## src/rtl/rtc_bus_arbiter.sv

```systemverilog
// rtc_bus_arbiter: three-way arbiter and address/gap/data/recovery sequencer for the RTC multiplexed bus
// Optional macro RTC_ARB_RR_EN rotates priority between requesters 1 and 2 (requester 0 stays first).
module rtc_bus_arbiter #(
    parameter int PULSE = 4,
    parameter int GAP   = 2,
    parameter int CW    = 4
) (
    input  logic        clk,
    input  logic        reset,
    input  logic [2:0]  req,
    input  logic [2:0]  lock,
    input  logic [2:0]  wr,
    input  logic [23:0] addr_in,
    input  logic [23:0] wdata_in,
    output logic [2:0]  gnt,
    output logic [2:0]  done,
    output logic [7:0]  rdata,
    output logic        busy,
    output logic        cs_n,
    output logic        rd_n,
    output logic        wr_n,
    output logic        a_d,
    output logic [7:0]  ad_out,
    output logic        ad_oe,
    input  logic [7:0]  ad_in
);
    typedef enum logic [2:0] {IDLE, ADDR, AGAP, DATA, RECOV} state_t;
    localparam logic [CW-1:0] PL = CW'(PULSE - 1);
    localparam logic [CW-1:0] GL = CW'(GAP - 1);
    state_t        state;
    logic [CW-1:0] cnt;
    logic [1:0]    g, w, sel;
    logic [7:0]    wd;
    logic          wr_q, start;
`ifdef RTC_ARB_RR_EN
    logic ptr;
    assign w = req[0] ? 2'd0 : (req[1] && !(req[2] && ptr)) ? 2'd1 : 2'd2;
    // ptr set means requester 2 goes ahead of requester 1 at the next arbitration
    always_ff @(posedge clk) begin
        if (reset)
            ptr <= 1'b0;
        else if (state == IDLE && |req && w != 2'd0)
            ptr <= (w == 2'd1);
    end
`else
    assign w = req[0] ? 2'd0 : req[1] ? 2'd1 : 2'd2;
`endif
    assign sel   = (state == IDLE) ? w : g;
    assign start = (state == IDLE && |req) || (state == RECOV && cnt == GL && lock[g] && req[g]);
    // Transaction sequencer; every output is set one cycle ahead for the phase being entered
    always_ff @(posedge clk) begin
        if (reset) begin
            state  <= IDLE;
            cnt    <= '0;
            gnt    <= '0;
            done   <= '0;
            rdata  <= '0;
            busy   <= 1'b0;
            cs_n   <= 1'b1;
            rd_n   <= 1'b1;
            wr_n   <= 1'b1;
            a_d    <= 1'b1;
            ad_oe  <= 1'b0;
            ad_out <= '0;
            g      <= '0;
            wd     <= '0;
            wr_q   <= 1'b0;
        end else begin
            done <= '0;
            cnt  <= cnt + 1'b1;
            if (start) begin
                state  <= ADDR;
                cnt    <= '0;
                gnt    <= 3'b001 << sel;
                g      <= sel;
                busy   <= 1'b1;
                cs_n   <= 1'b0;
                wr_n   <= 1'b0;
                rd_n   <= 1'b1;
                a_d    <= 1'b0;
                ad_oe  <= 1'b1;
                ad_out <= addr_in[{sel, 3'b000} +: 8];
                wd     <= wdata_in[{sel, 3'b000} +: 8];
                wr_q   <= wr[sel];
            end else begin
                case (state)
                    IDLE: cnt <= '0;
                    ADDR: if (cnt == PL) begin
                        state <= AGAP;
                        cnt   <= '0;
                        cs_n  <= 1'b1;
                        wr_n  <= 1'b1;
                        ad_oe <= 1'b0;
                    end
                    AGAP: if (cnt == GL) begin
                        state <= DATA;
                        cnt   <= '0;
                        cs_n  <= 1'b0;
                        a_d   <= 1'b1;
                        wr_n  <= !wr_q;
                        rd_n  <= wr_q;
                        ad_oe <= wr_q;
                        if (wr_q) ad_out <= wd;
                    end
                    DATA: if (cnt == PL) begin
                        state <= RECOV;
                        cnt   <= '0;
                        cs_n  <= 1'b1;
                        wr_n  <= 1'b1;
                        rd_n  <= 1'b1;
                        ad_oe <= 1'b0;
                        done  <= (GAP == 1) ? gnt : 3'b000;
                        if (!wr_q) rdata <= ad_in;
                    end
                    RECOV: if (cnt == GL) begin
                        state <= IDLE;
                        cnt   <= '0;
                        gnt   <= '0;
                        busy  <= 1'b0;
                    end else begin
                        done <= (cnt == GL - 1'b1) ? gnt : 3'b000;
                    end
                    default: state <= IDLE;
                endcase
            end
        end
    end
endmodule

```

## config.mk

```make
export PLATFORM = sky130hd
export DESIGN_NAME = rtc_bus_arbiter
export DESIGN_NICKNAME = d
export VERILOG_FILES = /design/src/rtl/rtc_bus_arbiter.sv
export SDC_FILE = /design/constraint.sdc
export NUM_CORES = 1
export LEC_CHECK = 0
export CORE_ASPECT_RATIO = 1.75
export CORE_MARGIN = 2
export CORE_UTILIZATION = 30
export CTS_CLUSTER_SIZE = 12
export DETAILED_ROUTE_END_ITERATION = 10
export DONT_BUFFER_PORTS = 1
export PLACE_DENSITY_LB_ADDON = 0.05
export REMOVE_ABC_BUFFERS = 1
export SLEW_MARGIN = 30
export SYNTH_ARGS = -nofsm -noshare
export SYNTH_HDL_FRONTEND = slang
export SYNTH_SLANG_ARGS = --single-unit
```

## constraint.sdc

```tcl
create_clock -name clk -period 5.25 [get_ports clk]
set_input_delay 0.7875 -clock clk [delete_from_list [all_inputs] [get_ports clk]]
set_output_delay 0.7875 -clock clk [all_outputs]
set_load 0.05 [all_outputs]
```

==> results of run 1 <==
-- metal layers --
layer | vias up | routed length, um | GRT usage
met1 | 916 | 2550 | 0.167
li1 | 960 | - | -
met5 | - | 0 | 0
met3 | 6 | 371 | 0.0405
met4 | 0 | 111 | 0.0625
met2 | 56 | 3690 | 0.291
-- registers in the layout, summed over array words and instances (netlist names) --
signal,cells
busy,1
cnt,4
ad_oe,1
state,3
g,2
wr_q,1
gnt,3
done,3
ad_out,8
wd,8
a_d,1
wr_n,1
rdata,8
cs_n,1
rd_n,1
-- through the flow --
step	utilization	hold WS [ns]	instance area, um2
after detailed placement	0.313	0.480	2490
final	0.331	0.483	2640
after global routing	0.331	0.512	2640
after CTS	0.331	0.488	2640
after global placement	0.310	0.469	2470
after floorplan	-	0.444	2360
-- final cells by class --
cell class                 count  area [um2]
clock inverter                 3        21.3
tap                           90         113
sequential                    46         921
multi-input combinational    194        1430
inverter                       7        26.3
fill                         846        5330
clock buffer                   5         125
-- cell families after synthesis --
kind of cell,count (synthesis),share of synthesized area
AND/OR/NAND/NOR,101,0.218
AO/OA/AOI/OAI,64,0.227
flip-flops,46,0.374
buffers and inverters,25,0.0529
multiplexers,22,0.0972
adder cells (fa/ha/maj),4,0.0193
XOR/XNOR,3,0.0107
-- worst max path at each step --
stage                                         to  depth (start not counted)  slack, ns                  start
final                     ad_out[1]$_SDFFE_PP0P_                          5       2.54  state[1]$_SDFFE_PP0P_
after global routing      ad_out[6]$_SDFFE_PP0P_                          5       2.36  state[1]$_SDFFE_PP0P_
after CTS                 ad_out[1]$_SDFFE_PP0P_                          5       2.52  state[1]$_SDFFE_PP0P_
after detailed placement       cnt[2]$_SDFF_PP0_                          5       2.43                 req[0]
after global placement        wd[1]$_SDFFE_PP0P_                          5       2.37                 req[0]
after floorplan               wd[1]$_SDFFE_PP0P_                          5       2.81                 req[0]
-- report_power, final --
group / switching [uW] / total, uW / internal, uW
Clock: 144 / 321 / 177
Sequential: 67.4 / 440 / 373
Combinational: 74.5 / 132 / 57.1
Total: 286 / 893 / 607
-- layout by cell type (no fill, tap or decap), types with 4 or more instances in the layout --
cell type / Yosys / layout
dfxtp_1: 46 / 46
nor2_1: 30 / 30
nand3_1: 19 / 19
nand2_1: 12 / 12
mux2_2: 11 / 11
a21oi_1: 10 / 10
mux2i_1: 9 / 9
a221oi_1: 8 / 8
inv_1: 7 / 7
nor3_1: 7 / 7
nor2_2: 6 / 6
a31oi_1: 6 / 6
and2_1: 5 / 5
clkbuf_16: 0 / 5
nand3b_1: 4 / 4
a2111oi_2: 4 / 4
o21bai_1: 4 / 4
==> flow_metrics.tcl, run 1 <==
set metrics [dict create \
    die_w_um 72.5 \
    reg2reg_slack_ns 2.54 \
    maxSlewViolCount 0 \
    routed_wl_um 6720 \
    cap_violations 0 \
    syn2layout_area_growth_pct 7.22 \
    syn_avg_cell_area_um2 9.28 \
    hold_path_class "flop to flop" \
    min-delay-start "cnt[0]$_SDFF_PP0_" \
    die_area_um2 8970 \
    initialDrtViolationCount 63 \
    fin_cells 345 \
    portBuffers 0 \
    detail_route.first_pass.iterations 5 \
    p_leak_uw 0.000964 \
    syn_area_um2 2460 \
    critPathMaxFanout 16 \
    synthTopCellsByCount "46 x dfxtp_1, 30 x nor2_1, 19 x nand3_1" \
    grt_pass1_wl_um 10700 \
    grt_max_degree 43 \
    min_period_ns 2.71 \
    crit_type "flop to flop" \
    final-setup-viol-count 0 \
    ir_drop_mv 0.139 \
    total_power_uw 893 \
    layout.nets 324 \
    hold_viol 0 \
    seq_area_frac_synth 0.374 \
    cts_buffer_depth 2 \
    cp_cell_sequence "or4_4 > a211o_1 > o21ai_2 > nor2_1 > a2111oi_2" \
    yosysMostFrequentCell "dfxtp_1" \
    cts.repair.resized 0 \
    synth_area_leaders "dfxtp_1 37%, mux2_2 5.0%, nor2_1 4.6%" \
    holdPathStages 1 \
    cp_num_buf_inv 0 \
    grt_use_total 0.157 \
    synthDominantAreaCellType "dfxtp_1" \
    reg2reg_depth 5 \
    rows 43 \
    antenna_left 0 \
    arrival_ns 2.90 \
    ios 95 \
    h-tree-depth 2 \
    via_count 1938 \
    clock-sinks 46 \
    place_ws_ns 2.43 \
    clkSlewWorstSetupHoldPaths_ns 0.06 \
    cts_tree "done" \
    clock-root-buffer "clkbuf_16" \
    place_hpwl_um 4880 \
    worst_pin_slew_ns 0.922 \
    cts_buffers 5 \
    startpoint_type "flop" \
    hold_buffers 0 \
    max_stage_delay_ns 0.73 \
    synth_top_area_frac 0.374 \
    grt_pass1_vias 1984 \
    antenna_found_initial 0 \
    synth.distinct_cells 56 \
    setup-tns-final_ns 0 \
    clock_latency_ns 0.29 \
    via_per_inst 5.62 \
    synth_flop_cell "dfxtp_1" \
    powerDensity_nw_per_um2 339 \
    setup_ws_ns 2.54 \
    relSlewSlack 0.385 \
    rsz0062_at_grt "no" \
    syn_inst 265 \
    synth-edff-count 0 \
    dp_cells 337 \
    crit_family "compound AO/OA/AOI/OAI gates" \
    slowest_stage "o21ai_2" \
    wl_per_cell_um 19.5 \
    timing.fmax_mhz 369 \
    worstReg2RegStart "state[1]$_SDFFE_PP0P_" \
    drive_gt1_frac 0.180 \
    antenna_cells 0 \
    drc 0 \
    end_kind "flop" \
    status "finished, final reports clean" \
    worstReg2RegEnd "ad_out[1]$_SDFFE_PP0P_" \
    gp_congestion 0.718 \
    fin_crit_sh 0.517 \
    hold_end "cnt[0]$_SDFF_PP0_" \
    ys_warn_count 0 \
    post_cts_buffers 0 \
    finClkSkew_ns 0.00552 \
    fp.dieH_um 124 \
    core-area_um2 7960 \
    required_ns 5.44 \
    overflow 0 \
    synth-seq-cells 46 \
    async_reset_ff_frac 0 \
    start_util 0.309 \
]
No activity file was read; power rests on OpenSTA's default activity.
==> run 2, diff against run 1 <==
==> constraint.sdc (replaced) <==
create_clock -name clk -period 2.7 [get_ports clk]
set_input_delay 0.405 -clock clk [delete_from_list [all_inputs] [get_ports clk]]
set_output_delay 0.405 -clock clk [all_outputs]
set_load 0.05 [all_outputs]
==> flow_metrics.tcl, run 2 (same netlist as run 1, synthesis figures left out) <==
set metrics [dict create \
    ir_drop_mv 0.343 \
    fp.dieH_um 124 \
    p_leak_uw 0.00103 \
    hold_path_class "primary input to flop" \
    grt_use_total 0.159 \
    finClkSkew_ns 0.00346 \
    total_power_uw 1780 \
    clock-sinks 46 \
    overflow 0 \
    hold_viol 0 \
    ios 95 \
    setup_ws_ns 0.328 \
    post_cts_buffers 0 \
    cts_buffer_depth 2 \
    place_ws_ns 0.273 \
    layout.nets 338 \
    most-common-layout-cells "46 x dfxtp_1, 30 x nor2_1, 19 x nand3_1" \
    top_regs "ad_out: 8 flops, rdata: 8 flops, wd: 8 flops" \
    cap_violations 0 \
    antenna_cells 0 \
    drive_gt1_frac 0.219 \
    die_w_um 72.5 \
    cts_buffers 5 \
    initialDrtViolationCount 109 \
    routed_wl_um 6960 \
    portBuffers 0 \
    final-setup-viol-count 0 \
    maxSlewViolCount 0 \
    via_count 2006 \
    syn2layout_area_growth_pct 11.2 \
    powerDensity_nw_per_um2 649 \
    wl_per_cell_um 19.4 \
    clock_latency_ns 0.29 \
    final_common_cell "dfxtp_1" \
    end_kind "flop" \
    status "finished, final reports clean" \
    antenna_found_initial 0 \
    hold_buffers 0 \
    crit_type "flop to flop" \
    via_per_inst 5.59 \
    detail_route.first_pass.iterations 4 \
    h-tree-depth 2 \
    required_ns 2.87 \
    grt_pass1_wl_um 10800 \
    grt_max_degree 43 \
    critPathMaxFanout 18 \
    gp_congestion 0.767 \
    worst_pin_slew_ns 0.825 \
    core-area_um2 7960 \
    timing.fmax_mhz 422 \
    place_hpwl_um 5140 \
    clock-root-buffer "clkbuf_16" \
    rsz0062_at_grt "no" \
    cts_tree "done" \
    cts.repair.resized 0 \
    start_util 0.309 \
    die_area_um2 8970 \
    clkSlewWorstSetupHoldPaths_ns 0.07 \
    fin_crit_sh 0.878 \
    antenna_left 0 \
    startpoint_type "flop" \
    grt_pass1_vias 2028 \
    final_util 0.344 \
    arrival_ns 2.54 \
    min_period_ns 2.37 \
    relSlewSlack 0.450 \
    setup-tns-final_ns 0 \
    rows 43 \
    drc 0 \
]
[run 2: cell count changes in the layout (fill, tap and decap cells not counted), sizes merged]
cell / previous run / this run
clkinv: 2 / 1
inv: 7 / 8
buf: 0 / 14
[run 2: worst paths after layout]
kind | start | endpoint | slack [ns] | depth (start not counted)
min | reset | ad_out[1]$_SDFFE_PP0P_ | 0.18 | 1
max | state[0]$_SDFFE_PP0P_ | ad_out[2]$_SDFFE_PP0P_ | 0.33 | 6
max reg2reg | state[0]$_SDFFE_PP0P_ | ad_out[2]$_SDFFE_PP0P_ | 0.33 | 6
min reg2reg | wd[4]$_SDFFE_PP0P_ | wd[4]$_SDFFE_PP0P_ | 0.49 | 2
[run 2: worst max-delay path, cell delays in order, from the launching register on]
cell and delay, ns:
dfxtp_1 0.42, or4_4 0.58, a211oi_2 0.37, a21oi_2 0.29
buf_4 0.24, a221oi_1 0.27, a2111oi_2 0.08
[run 2: layout make-up]
| class | count | area (um2) |
|---|---|---|
| timing repair buffer | 14 | 118 |
| fill | 863 | 5230 |
| inverter | 7 | 26.3 |
| clock inverter | 3 | 25.0 |
| tap | 90 | 113 |
| clock buffer | 5 | 125 |
| multi-input combinational | 194 | 1410 |
| sequential | 46 | 921 |
[run 2: layer usage]
metal | part of all wire | global-route usage | wire [um]
met2 | 0.55 | 0.303 | 3830
met3 | 0.054 | 0.0364 | 378
met4 | 0.013 | 0.0486 | 90
met1 | 0.38 | 0.169 | 2660
met5 | 0 | 0 | 0
[run 2: where the power goes]
part	switching (uW)	total (uW)	internal [uW]
registers	125	850	725
logic	154	288	134
clock network	289	637	349
[run 2: stage by stage]
step / hold WS (ns) / instance area, um2 / cells
final: 0.177 / 2740 / 359
after global routing: 0.166 / 2740 / 359
after global placement: 0.478 / 2590 / 351
after detailed placement: 0.482 / 2590 / 351
after CTS: 0.172 / 2740 / 359
after floorplan: 0.444 / 2360 / 247
==> run 3, diff against run 2 <==
--- a/config.mk
+++ b/config.mk
@@ -8,7 +8,6 @@
 export CORE_ASPECT_RATIO = 1.75
 export CORE_MARGIN = 2
 export CORE_UTILIZATION = 30
-export CTS_CLUSTER_SIZE = 12
 export DETAILED_ROUTE_END_ITERATION = 10
 export DONT_BUFFER_PORTS = 1
 export PLACE_DENSITY_LB_ADDON = 0.05
==> constraint.sdc (replaced) <==
create_clock -name clk -period 2.58 [get_ports clk]
set_input_delay 0.387 -clock clk [delete_from_list [all_inputs] [get_ports clk]]
set_output_delay 0.387 -clock clk [all_outputs]
set_load 0.05 [all_outputs]
==> flow_metrics.tcl, run 3 (same netlist as run 1, synthesis figures left out) <==
set metrics [dict create \
    status "finished, final reports clean" \
    powerDensity_nw_per_um2 682 \
    critPathMaxFanout 13 \
    met2_wirelength_um 3760 \
    wl_per_cell_um 19.1 \
    finClkSkew_ns 0.00770 \
    timing.fmax_mhz 442 \
    n_fill_cell 861 \
    hold_buffers 0 \
    min_period_ns 2.26 \
    clock-sinks 46 \
    ios 95 \
    hold_path_class "primary input to flop" \
    required_ns 2.77 \
    total_power_uw 1860 \
    p_leak_uw 0.00103 \
    fin_area_um2 2730 \
    gp_congestion 0.737 \
    clkSlewWorstSetupHoldPaths_ns 0.07 \
    most-common-layout-cells "46 x dfxtp_1, 30 x nor2_1, 19 x nand3_1" \
    die_area_um2 8970 \
    grt_use_total 0.158 \
    syn2layout_area_growth_pct 10.9 \
    place_hpwl_um 5110 \
    rows 43 \
    crit_type "flop to flop" \
    detail_route.first_pass.iterations 4 \
    wl_met1_um 2630 \
    reg2reg_depth 6 \
    fin_crit_sh 0.877 \
    top_layer "met4" \
    drc 0 \
    maxSlewViolCount 0 \
    cap_violations 0 \
    post_cts_buffers 0 \
    clock-root-buffer "clkbuf_16" \
    layout.nets 337 \
    h-tree-depth 2 \
    grt_pass1_wl_um 10700 \
    cts.repair.resized 0 \
    via_per_inst 5.59 \
    final_common_cell "dfxtp_1" \
    drive_gt1_frac 0.216 \
    holdPathStages 1 \
    antenna_left 0 \
    start_util 0.309 \
    cts_buffers 5 \
    rsz0062_at_grt "no" \
    worst_pin_slew_ns 0.618 \
    wl_met3_um 355 \
    antenna_found_initial 0 \
    routed_wl_um 6840 \
    portBuffers 0 \
    ir_drop_mv 0.414 \
    antenna_cells 0 \
    overflow 0 \
    final-setup-viol-count 0 \
    end_kind "flop" \
    cts_buffer_depth 2 \
    core-area_um2 7960 \
    top_regs "ad_out: 8 flops, rdata: 8 flops, wd: 8 flops" \
    startpoint_type "flop" \
    initialDrtViolationCount 84 \
    fp.dieH_um 124 \
    hold_viol 0 \
    setup-tns-final_ns 0 \
    dpl_cell_area_um2 2580 \
    via_count 2001 \
    relSlewSlack 0.584 \
    grt_pass1_vias 1982 \
    grt_max_degree 43 \
    cts_tree "done" \
    clock_latency_ns 0.29 \
    arrival_ns 2.45 \
    die_w_um 72.5 \
]
-- run 3: area by class of cell --
type,count,area [um2],area share
Inverter,7,26.3,0.00963
Tap cell,90,113,0.0413
Multi-Input combinational cell,194,1410,0.516
Clock buffer,5,125,0.0459
Sequential cell,46,921,0.337
Clock inverter,3,25.0,0.00917
Timing Repair Buffer,13,110,0.0403
-- run 3: critical path: stages, from the launching register on --
cell       delay (ns)
dfxtp_1          0.44
or4_4            0.61
a211o_1          0.34
o21ai_4          0.14
buf_4            0.23
nor2_2           0.07
a2111oi_2        0.34
-- run 3: where the power goes --
group          internal [uW]  leakage (uW)  switching, uW  total, uW
logic                    139      0.000581            158        297
clock network            365     0.0000704            305        669
registers                759      0.000377            135        893
-- run 3: metal layers --
| layer | global-route usage | vias to the layer above |
|---|---|---|
| met4 | 0.0521 | 0 |
| met5 | 0 | - |
| met1 | 0.176 | 958 |
| met3 | 0.0413 | 5 |
| met2 | 0.288 | 53 |
| li1 | - | 985 |
-- run 3: through the flow --
step                 util  setup WS [ns]  hold slack, ns  cells
floorplan               -          0.253           0.444    247
global placement    0.324          0.307           0.463    350
detailed placement  0.324          0.301           0.463    350
CTS                 0.343          0.285           0.151    358
global route        0.343          0.147           0.146    358
finish              0.343          0.316           0.156    358
-- run 3: final timing paths --
path | slack [ns] | endpoint | from
min | 0.16 | ad_out[1]$_SDFFE_PP0P_ | reset
min reg2reg | 0.48 | wd[3]$_SDFFE_PP0P_ | wd[3]$_SDFFE_PP0P_
max reg2reg | 0.32 | ad_out[2]$_SDFFE_PP0P_ | state[1]$_SDFFE_PP0P_
max | 0.32 | ad_out[2]$_SDFFE_PP0P_ | state[1]$_SDFFE_PP0P_
